[config.mk]
export PLATFORM = sky130hd
export DESIGN_NAME = cpu_mem_port
export DESIGN_NICKNAME = d
export VERILOG_FILES = /design/src/rtl/cpu_mem_pkg.sv /design/src/rtl/mem_lane_align.sv /design/src/rtl/cpu_mem_port.sv
export SDC_FILE = /design/constraint.sdc
export NUM_CORES = 1
export LEC_CHECK = 0
export BUFFER_PORTS_ARGS = -buffer_cell sky130_fd_sc_hd__buf_2
export CORE_MARGIN = 2
export CORE_UTILIZATION = 50
export DETAILED_ROUTE_END_ITERATION = 7
export HOLD_SLACK_MARGIN = 0.06
export PLACE_DENSITY = 0.81
export SYNTH_ARGS = -nofsm -noshare
export SYNTH_HDL_FRONTEND = slang
export SYNTH_SLANG_ARGS = --single-unit
[constraint.sdc]
create_clock -name clk -period 2.91 [get_ports clk]
set_input_delay 0.1455 -clock clk [delete_from_list [all_inputs] [get_ports clk]]
set_output_delay 0.1455 -clock clk [all_outputs]
set_load 0.02 [all_outputs]
[src/rtl/cpu_mem_pkg.sv]
// rtl/cpu_mem_pkg.sv - shared encodings for the CPU load/store front end
package cpu_mem_pkg;

    localparam logic [1:0] SZ_BYTE = 2'd0;
    localparam logic [1:0] SZ_HALF = 2'd1;
    localparam logic [1:0] SZ_WORD = 2'd2;

    localparam logic [1:0] AXI_RESP_OKAY = 2'b00;

    typedef enum logic [2:0] {
        IDLE = 3'd0,
        RD_A = 3'd1,
        RD_D = 3'd2,
        WR   = 3'd3,
        WR_B = 3'd4,
        RESP = 3'd5
    } state_t;

endpackage

[src/rtl/mem_lane_align.sv]
// rtl/mem_lane_align.sv - store strobe/lane replication and load extract/extend
module mem_lane_align
    import cpu_mem_pkg::*;
(
    input  logic [1:0]  size,
    input  logic [1:0]  off,
    input  logic        is_signed,
    input  logic [31:0] st_data,
    output logic [3:0]  st_strb,
    output logic [31:0] st_lanes,
    input  logic [31:0] ld_data,
    output logic [31:0] ld_ext
);

    logic [31:0] sh;

    // Bring the addressed lane down to bit 0 for extraction.
    assign sh = ld_data >> {off, 3'b000};

    // Size decode; the reserved encoding falls through to word behaviour.
    always_comb begin
        st_strb  = 4'b1111;
        st_lanes = st_data;
        ld_ext   = ld_data;
        case (size)
            SZ_BYTE: begin
                st_strb  = 4'b0001 << off;
                st_lanes = {4{st_data[7:0]}};
                ld_ext   = {{24{is_signed & sh[7]}}, sh[7:0]};
            end
            SZ_HALF: begin
                st_strb  = off[1] ? 4'b1100 : 4'b0011;
                st_lanes = {2{st_data[15:0]}};
                ld_ext   = {{16{is_signed & sh[15]}}, sh[15:0]};
            end
            default: begin
                st_strb  = 4'b1111;
                st_lanes = st_data;
                ld_ext   = ld_data;
            end
        endcase
    end

endmodule

[src/rtl/cpu_mem_port.sv]
// rtl/cpu_mem_port.sv - scalar load/store to AXI-lite master bridge; MISALIGN_TRAP_EN enables misalign trapping
module cpu_mem_port
    import cpu_mem_pkg::*;
#(
    parameter int unsigned       ADDR_W      = 32,
    parameter logic [ADDR_W-1:0] ADDR_OFFSET = '0
) (
    input  logic              clk,
    input  logic              rst,

    input  logic              req_valid,
    output logic              req_ready,
    input  logic              req_we,
    input  logic [1:0]        req_size,
    input  logic              req_signed,
    input  logic [31:0]       req_addr,
    input  logic [31:0]       req_wdata,

    output logic              resp_valid,
    output logic [31:0]       resp_rdata,
    output logic              resp_err,

    output logic [ADDR_W-1:0] m_axi_araddr,
    output logic              m_axi_arvalid,
    input  logic              m_axi_arready,

    input  logic [31:0]       m_axi_rdata,
    input  logic [1:0]        m_axi_rresp,
    input  logic              m_axi_rvalid,
    output logic              m_axi_rready,

    output logic [ADDR_W-1:0] m_axi_awaddr,
    output logic              m_axi_awvalid,
    input  logic              m_axi_awready,

    output logic [31:0]       m_axi_wdata,
    output logic [3:0]        m_axi_wstrb,
    output logic              m_axi_wvalid,
    input  logic              m_axi_wready,

    input  logic [1:0]        m_axi_bresp,
    input  logic              m_axi_bvalid,
    output logic              m_axi_bready
);

    state_t state;

    logic [1:0]  size_q;
    logic [1:0]  off_q;
    logic        signed_q;
    logic        aw_done;
    logic        w_done;

    logic [31:0]       addr_m;
    logic [ADDR_W-1:0] eff;
    logic              trap;

    logic [1:0]  al_size;
    logic [1:0]  al_off;
    logic [3:0]  al_strb;
    logic [31:0] al_lanes;
    logic [31:0] al_ld;

    logic aw_fire;
    logic w_fire;
    logic aw_done_n;
    logic w_done_n;

    // Clear low address bits that the access size cannot use.
    always_comb begin
        addr_m = req_addr;
        case (req_size)
            SZ_BYTE: addr_m = req_addr;
            SZ_HALF: addr_m[0] = 1'b0;
            default: addr_m[1:0] = 2'b00;
        endcase
    end

    assign eff = ADDR_W'(addr_m) + ADDR_OFFSET;

`ifdef MISALIGN_TRAP_EN
    // Misaligned half/word accesses complete with an error and no bus traffic.
    always_comb begin
        trap = 1'b0;
        case (req_size)
            SZ_BYTE: trap = 1'b0;
            SZ_HALF: trap = req_addr[0];
            default: trap = (req_addr[1:0] != 2'b00);
        endcase
    end
`else
    assign trap = 1'b0;
`endif

    // Stores are laned from the live request in IDLE; loads use the latched request.
    assign al_size = (state == IDLE) ? req_size    : size_q;
    assign al_off  = (state == IDLE) ? addr_m[1:0] : off_q;

    mem_lane_align u_align (
        .size      (al_size),
        .off       (al_off),
        .is_signed (signed_q),
        .st_data   (req_wdata),
        .st_strb   (al_strb),
        .st_lanes  (al_lanes),
        .ld_data   (m_axi_rdata),
        .ld_ext    (al_ld)
    );

    assign aw_fire   = m_axi_awvalid & m_axi_awready;
    assign w_fire    = m_axi_wvalid  & m_axi_wready;
    assign aw_done_n = aw_done | aw_fire;
    assign w_done_n  = w_done  | w_fire;

    // Transaction sequencer with all bus and response outputs registered.
    always_ff @(posedge clk) begin
        if (rst) begin
            state         <= IDLE;
            size_q        <= SZ_BYTE;
            off_q         <= 2'b00;
            signed_q      <= 1'b0;
            aw_done       <= 1'b0;
            w_done        <= 1'b0;
            req_ready     <= 1'b1;
            resp_valid    <= 1'b0;
            resp_rdata    <= '0;
            resp_err      <= 1'b0;
            m_axi_araddr  <= '0;
            m_axi_arvalid <= 1'b0;
            m_axi_rready  <= 1'b0;
            m_axi_awaddr  <= '0;
            m_axi_awvalid <= 1'b0;
            m_axi_wdata   <= '0;
            m_axi_wstrb   <= '0;
            m_axi_wvalid  <= 1'b0;
            m_axi_bready  <= 1'b0;
        end else begin
            case (state)
                IDLE: begin
                    if (req_valid && req_ready) begin
                        size_q    <= req_size;
                        off_q     <= addr_m[1:0];
                        signed_q  <= req_signed;
                        req_ready <= 1'b0;
                        if (trap) begin
                            resp_valid <= 1'b1;
                            resp_err   <= 1'b1;
                            resp_rdata <= '0;
                            state      <= RESP;
                        end else if (req_we) begin
                            m_axi_awaddr  <= eff;
                            m_axi_wdata   <= al_lanes;
                            m_axi_wstrb   <= al_strb;
                            m_axi_awvalid <= 1'b1;
                            m_axi_wvalid  <= 1'b1;
                            aw_done       <= 1'b0;
                            w_done        <= 1'b0;
                            state         <= WR;
                        end else begin
                            m_axi_araddr  <= eff;
                            m_axi_arvalid <= 1'b1;
                            state         <= RD_A;
                        end
                    end
                end
                RD_A: begin
                    if (m_axi_arready) begin
                        m_axi_arvalid <= 1'b0;
                        m_axi_rready  <= 1'b1;
                        state         <= RD_D;
                    end
                end
                RD_D: begin
                    if (m_axi_rvalid) begin
                        m_axi_rready <= 1'b0;
                        resp_valid   <= 1'b1;
                        resp_err     <= (m_axi_rresp != AXI_RESP_OKAY);
                        resp_rdata   <= (m_axi_rresp != AXI_RESP_OKAY) ? 32'h0 : al_ld;
                        state        <= RESP;
                    end
                end
                WR: begin
                    if (aw_fire) m_axi_awvalid <= 1'b0;
                    if (w_fire)  m_axi_wvalid  <= 1'b0;
                    aw_done <= aw_done_n;
                    w_done  <= w_done_n;
                    if (aw_done_n && w_done_n) begin
                        m_axi_bready <= 1'b1;
                        state        <= WR_B;
                    end
                end
                WR_B: begin
                    if (m_axi_bvalid) begin
                        m_axi_bready <= 1'b0;
                        resp_valid   <= 1'b1;
                        resp_err     <= (m_axi_bresp != AXI_RESP_OKAY);
                        resp_rdata   <= '0;
                        state        <= RESP;
                    end
                end
                RESP: begin
                    resp_valid <= 1'b0;
                    resp_err   <= 1'b0;
                    resp_rdata <= '0;
                    req_ready  <= 1'b1;
                    state      <= IDLE;
                end
                default: begin
                    state <= IDLE;
                end
            endcase
        end
    end

endmodule

Yosys cells after proc, flatten, opt, wreduce, memory -nomap -nowiden
Index checks and enable logic that the tools add are counted.
{"block": "word_totals", "regBits": 150, "output_inout_bits": 140, "elab_cells": 117}
{"block": "op_classes", "n_eq_ne": 16, "shift": 2, "muxes": 47, "bitwise": 7, "reduce_logical": 26}
{"op": "32-bit one-hot mux with 2 select lines", "n": 2}
{"op": "32-bit two-way mux", "n": 3}
{"op": "32-bit one-hot mux with 3 select lines", "n": 1}
{"op": "32-bit by 5-bit >> shifter with 16-bit output", "n": 1}
{"op": "1-bit two-way mux", "n": 20}
{"op": "3-bit AND reduction", "n": 6}
{"op": "2-bit inequality test (second input constant)", "n": 8}
{"op": "1-bit one-hot mux with 2 select lines", "n": 8}
{"op": "3-bit two-way mux", "n": 5}
{"op": "3-bit one-hot mux with 5 select lines", "n": 1}
{"op": "2-bit nonzero test", "n": 7}
{"op": "4-bit AND reduction", "n": 3}
{"op": "4-bit one-hot mux with 2 select lines", "n": 1}
{"op": "3-bit by 2-bit equality test with 1-bit output (second input constant)", "n": 2}
{"op": "3-bit equality test (second input constant)", "n": 2}
{"op": "2-bit two-way mux", "n": 3}
{"op": "1-bit one-hot mux with 3 select lines", "n": 2}
{"op": "5-bit AND reduction", "n": 1}
{"op": "1-bit bitwise AND", "n": 4}
{"op": "2-bit by 1-bit equality test with 1-bit output (second input constant)", "n": 2}
{"op": "2-bit zero test", "n": 2}
{"op": "4-bit two-way mux", "n": 1}
{"op": "2-bit AND reduction", "n": 2}
{"op": "1-bit by 2-bit left shift with 4-bit output (first input constant)", "n": 1}
{"op": "8 further kinds", "n": 10}

Depth between registers and ports, before layout
{"block": "logic_depth", "depth_word": 10, "ltp_mapped": 9, "depth_no_buf": 5}

By module
A second synthesis with hierarchy kept.
{"block": "unflattened", "hier_cells": 889, "hier_area_um2": 6799.0}
{"mod": "cpu_mem_port", "instances": 1, "cells_per_inst": 687, "area_each_um2": 5566.6, "seq_area_each_um2": 3002.9}
{"mod": "mem_lane_align", "instances": 1, "cells_per_inst": 202, "area_each_um2": 1232.4, "seq_area_each_um2": 0.0}

Worst setup path after synthesis
Ideal clock, no wire load.
{"block": "synth_path", "path_type": "register -> register", "start": "register state[2]", "end": "register m_axi_wdata[12]", "setup_ps": 91, "arrival_ps": 2117, "required_time_ps": 2819, "slack_ps": 702, "path_stages_with_launch": 9, "path_buffers": 4, "synth_period_minus_slack_ps": 2208, "cell_sequence": "dfxtp_1 -> buf_6 -> nor3_2 -> buf_2 -> mux2i_1 -> buf_2 -> buf_1 -> nand3_1 -> a311oi_1"}
{"block": "synth_via", "elab_chain_len": 4, "elab_cells_between_ends": 6}
{"item": "from (decl)", "line_no": "cpu_mem_port.sv:46", "rtl": "state_t state;"}
{"item": "from (signal assigned)", "line_no": "cpu_mem_port.sv:118", "rtl": "state <= IDLE;"}
{"item": "from (signal assigned)", "line_no": "cpu_mem_port.sv:149", "rtl": "state <= RESP;"}
{"item": "from (signal assigned)", "line_no": "cpu_mem_port.sv:158", "rtl": "state <= WR;"}
{"item": "3-bit zero test (*)", "line_no": "cpu_mem_port.sv:96, cpu_mem_port.sv:138"}
{"item": "2-bit two-way mux", "line_no": "cpu_mem_port.sv:96", "rtl": "assign al_size = (state == IDLE) ? req_size : size_q;"}
{"item": "2-bit by 1-bit equality test with 1-bit output / 2-bit zero test (equally long branches)", "line_no": "mem_lane_align.sv:25", "rtl": "case (size)"}
{"item": "32-bit one-hot mux with 2 select lines", "line_no": "mem_lane_align.sv:25"}
{"item": "to (signal assigned)", "line_no": "cpu_mem_port.sv:152", "rtl": "m_axi_wdata <= al_lanes;"}
{"item": "to (decl)", "line_no": "cpu_mem_port.sv:36", "rtl": "output logic [31:0] m_axi_wdata,"}
Mark *: on every way between the ends. The rest lies on a longest branch, timed or not.
A chain may end at the register's enable or synchronous reset.

Worst setup path in the final report
{"block": "layout_path", "start": "register state[1]", "end": "register m_axi_wdata[23]"}
Same word-level chain as after synthesis.

==> results.json <==
{
  "dieArea_sq_um": 14800,
  "postSynthCellCount": 893,
  "ir_drop_uv": 446,
  "wire_per_inst_microns": 17.4,
  "synthFlopType": "dfxtp_1",
  "synthArstFlopShare": 0,
  "detailed_place_hpwl_microns": 15300,
  "grt_pass1_wl_microns": 36800,
  "max_freq_mhz": 361,
  "ff2ff_setup_slack_ns": 0.14,
  "finalCriticalPeriod_ns": 2.77,
  "synth-seq-cells": 150,
  "grt_util_all_layers": 0.316,
  "worstMarginPinSlew_ns": 0.852,
  "fp.dieW_microns": 121,
  "critical_path_required_ns": 3.27,
  "area_growth_pct": 40.3,
  "n_fill_cell": 1006,
  "cpPeakStageDelay_ns": 0.63,
  "clk_pin_slew_ns": 0.07,
  "crit_path_start": "state[1]$_SDFFE_PP0P_",
  "syn_nets": 1005,
  "avgSynthCellArea_sq_um": 7.73,
  "maxCapViolCount": 0,
  "grtUsageMet1": 0.386,
  "io_pins": 252,
  "grt_overflow": 0,
  "grt_util_met2": 0.511,
  "start_kind": "register",
  "clk_latency_ns": 0.43,
  "port_buffers": 251,
  "cp-end-kind": "register",
  "cts_max_level": 4,
  "core-area_sq_um": 13300,
  "finalCritPeriodShare": 0.952,
  "finalNetCount": 1300,
  "synth_cell_type_count": 64,
  "path_max_fanout": 76,
  "grt_pass1_vias": 7476,
  "arrival_ns": 3.13,
  "setup_tns_ns": 0,
  "clockBufferDepth": 2,
  "holdPathEnd": "w_done$_SDFFE_PP0P_",
  "setup-violations-final": 0,
  "gp_congestion": 0.911,
  "r2r_cells": 7,
  "crit_chain": "buf_4 -> or2_0 -> nor3_4 -> buf_12 -> nor2_1 -> a311oi_1 -> dlygate4sd3_1",
  "initial_core_util": 0.517,
  "ys_warn_count": 0,
  "hp-start": "m_axi_wready",
  "synth_area_sq_um": 6900,
  "num_vias": 8036,
  "finClkSkew_ns": 0.00923,
  "antenna_found_initial": 1,
  "viasPerCell": 5.83,
  "busiest_layer": "met2",
  "rows": 42,
  "r2r-end": "m_axi_wdata[23]$_SDFFE_PP0P_",
  "critPathKind": "register to register",
  "r2r-start": "state[1]$_SDFFE_PP0P_",
  "die_h_microns": 121,
  "crit_slowest_cell": "dlygate4sd3_1",
  "ff_latch_area_sq_um": 3000,
  "grt_max_degree": 84,
  "synth_edf_count": 0,
  "worstHoldPathCells": 3,
  "maxSlewHeadroom": 0.432,
  "power_per_cell_area_nw_per_um2": 791,
  "ant_nets": 0,
  "multi_input_area_sq_um": 3550,
  "drv_slew": 0,
  "drc": 0,
  "root_buffer": "clkbuf_16",
  "drive_gt1_frac": 0.274,
  "cts_buffers": 17,
  "rsz0062_at_grt": "false",
  "p_total_mw": 7.66,
  "drt_iter0_markers": 834,
  "hold_class": "primary input to register",
  "ys_seq_area_frac": 0.435,
  "cts.sinks": 150,
  "postCtsSetupBuffers": 0,
  "power_leakage_nw": 4.22,
  "drt_pass1_iterations": 8,
  "drt_wl_total_microns": 23900,
  "cts_tree": "built",
  "status": "completed",
  "finalHoldViolations": 0,
  "use_met3": 0.0667
}
[state kept, by name (all words and copies together), names as in the netlist, 2 cells and up]
register and cells:
off_q 2, m_axi_awaddr 32, m_axi_wstrb 4, state 3, resp_rdata 32, m_axi_wdata 32, m_axi_araddr 32, size_q 2
[through the flow]
| stage | std cells | hold WS, ns | instance area (sq um) | worst slack (ns) | util |
|---|---|---|---|---|---|
| floorplan | 893 | 0.262 | 6900 | 0.702 | - |
| detailed placement | 1266 | 0.389 | 8300 | 0.401 | 0.621 |
| CTS | 1377 | 0.0633 | 9670 | 0.0788 | 0.724 |
| finish | 1378 | 0.0760 | 9690 | 0.138 | 0.726 |
| global route | 1377 | 0.0783 | 9680 | 0.0420 | 0.725 |
| global placement | 1266 | 0.386 | 8300 | 0.442 | 0.621 |
[cells by family (layout without fill, tap and decap cells)]
family / Yosys count / count (layout) / synth area share
other: 0 / 1 / 0
buffers and inverters: 95 / 403 / 0.0575
muxes: 13 / 13 / 0.0194
DFF: 150 / 150 / 0.435
and+or+nand+nor: 341 / 341 / 0.208
AOI/OAI and AO/OA: 294 / 294 / 0.280
[per-layer routing]
layer  vias up  part of all wire
li1       3754                 -
met1      3716              0.40
met2       466              0.47
met3        98             0.088
met4         2             0.050
met5         -           0.00046
[cell type report]
class / count / share of cell area
inverter: 18 / 0.00698
clock inverter: 15 / 0.0161
antenna: 1 / 0.000258
timing repair buffer: 353 / 0.233
tap: 176 / 0.0227
multi-input combinational: 648 / 0.367
clock buffer: 17 / 0.0439
sequential: 150 / 0.310
[critical path, delay by kind of cell, from the launching register on]
kind            cells  cell delay [ns]
compound gates      1             0.32
buf+inv             3             1.18
flops               1             0.38
simple gates        3             0.77
[worst max path at each step]
stage,to,cells after the start
floorplan,m_axi_wdata[12]$_SDFFE_PP0P_,8
global placement,resp_rdata[15]$_SDFFE_PP0P_,5
detailed placement,resp_rdata[15]$_SDFFE_PP0P_,5
CTS,m_axi_wdata[15]$_SDFFE_PP0P_,8
global route,m_axi_wdata[23]$_SDFFE_PP0P_,7
finish,m_axi_wdata[23]$_SDFFE_PP0P_,7
[layout by cell type (no fill, tap or decap), drive strengths merged, types with 8 or more instances in the layout]
master,synthesis,final
a21boi,10,10
a21oi,112,112
a311o,8,8
a311oi,18,18
a32oi,18,18
buf,21,274
clkbuf,56,17
dfxtp,150,150
dlygate4sd3,0,79
inv,18,27
mux2i,10,10
nand2,232,232
nand3,15,15
nor2,51,51
nor3,13,13
o21a,17,17
o21ai,48,48
o22ai,11,11
o31ai,8,8
[synthesized netlist by cell type (3+ instances only)]
| library cell | number | area (sq um) |
|---|---|---|
| a211o_1 | 3 | 26.3 |
| a21boi_0 | 10 | 75.1 |
| a21o_1 | 3 | 22.5 |
| a21oi_1 | 112 | 561 |
| a311o_1 | 8 | 80.1 |
| a311oi_1 | 18 | 158 |
| a31oi_1 | 6 | 37.5 |
| a32oi_1 | 18 | 158 |
| buf_1 | 4 | 15.0 |
| buf_2 | 14 | 70.1 |
| buf_6 | 3 | 33.8 |
| clkbuf_1 | 56 | 210 |
| dfxtp_1 | 150 | 3000 |
| inv_1 | 18 | 67.6 |
| mux2_2 | 3 | 33.8 |
| mux2i_1 | 10 | 100 |
| nand2_1 | 232 | 871 |
| nand2b_1 | 3 | 18.8 |
| nand3_1 | 15 | 75.1 |
| nand3b_1 | 5 | 37.5 |
| nor2_1 | 50 | 188 |
| nor2b_1 | 3 | 18.8 |
| nor3_1 | 12 | 60.1 |
| o211ai_2 | 3 | 37.5 |
| o21a_1 | 17 | 128 |
| o21ai_0 | 31 | 155 |
| o21ai_1 | 16 | 80.1 |
| o22ai_1 | 11 | 68.8 |
| o311ai_0 | 3 | 26.3 |
| o31a_1 | 3 | 26.3 |
| o31ai_1 | 8 | 60.1 |
| o41a_1 | 3 | 33.8 |
[report_power, final]
part           leakage [nW]  internal, mW  switching [mW]
Combinational          2.72          1.04            1.96
Sequential             1.22          2.32           0.184
Clock                 0.280          1.15            1.01
[what timing repair did]
item | 4_1_cts | 5_1_grt
endpoints found under the hold margin | 96 | 0
endpoints found under the setup margin | 0 | 7
hold buffers | 79 | 0
resized for setup | 0 | 3
Power figures use the tool's default switching activity.
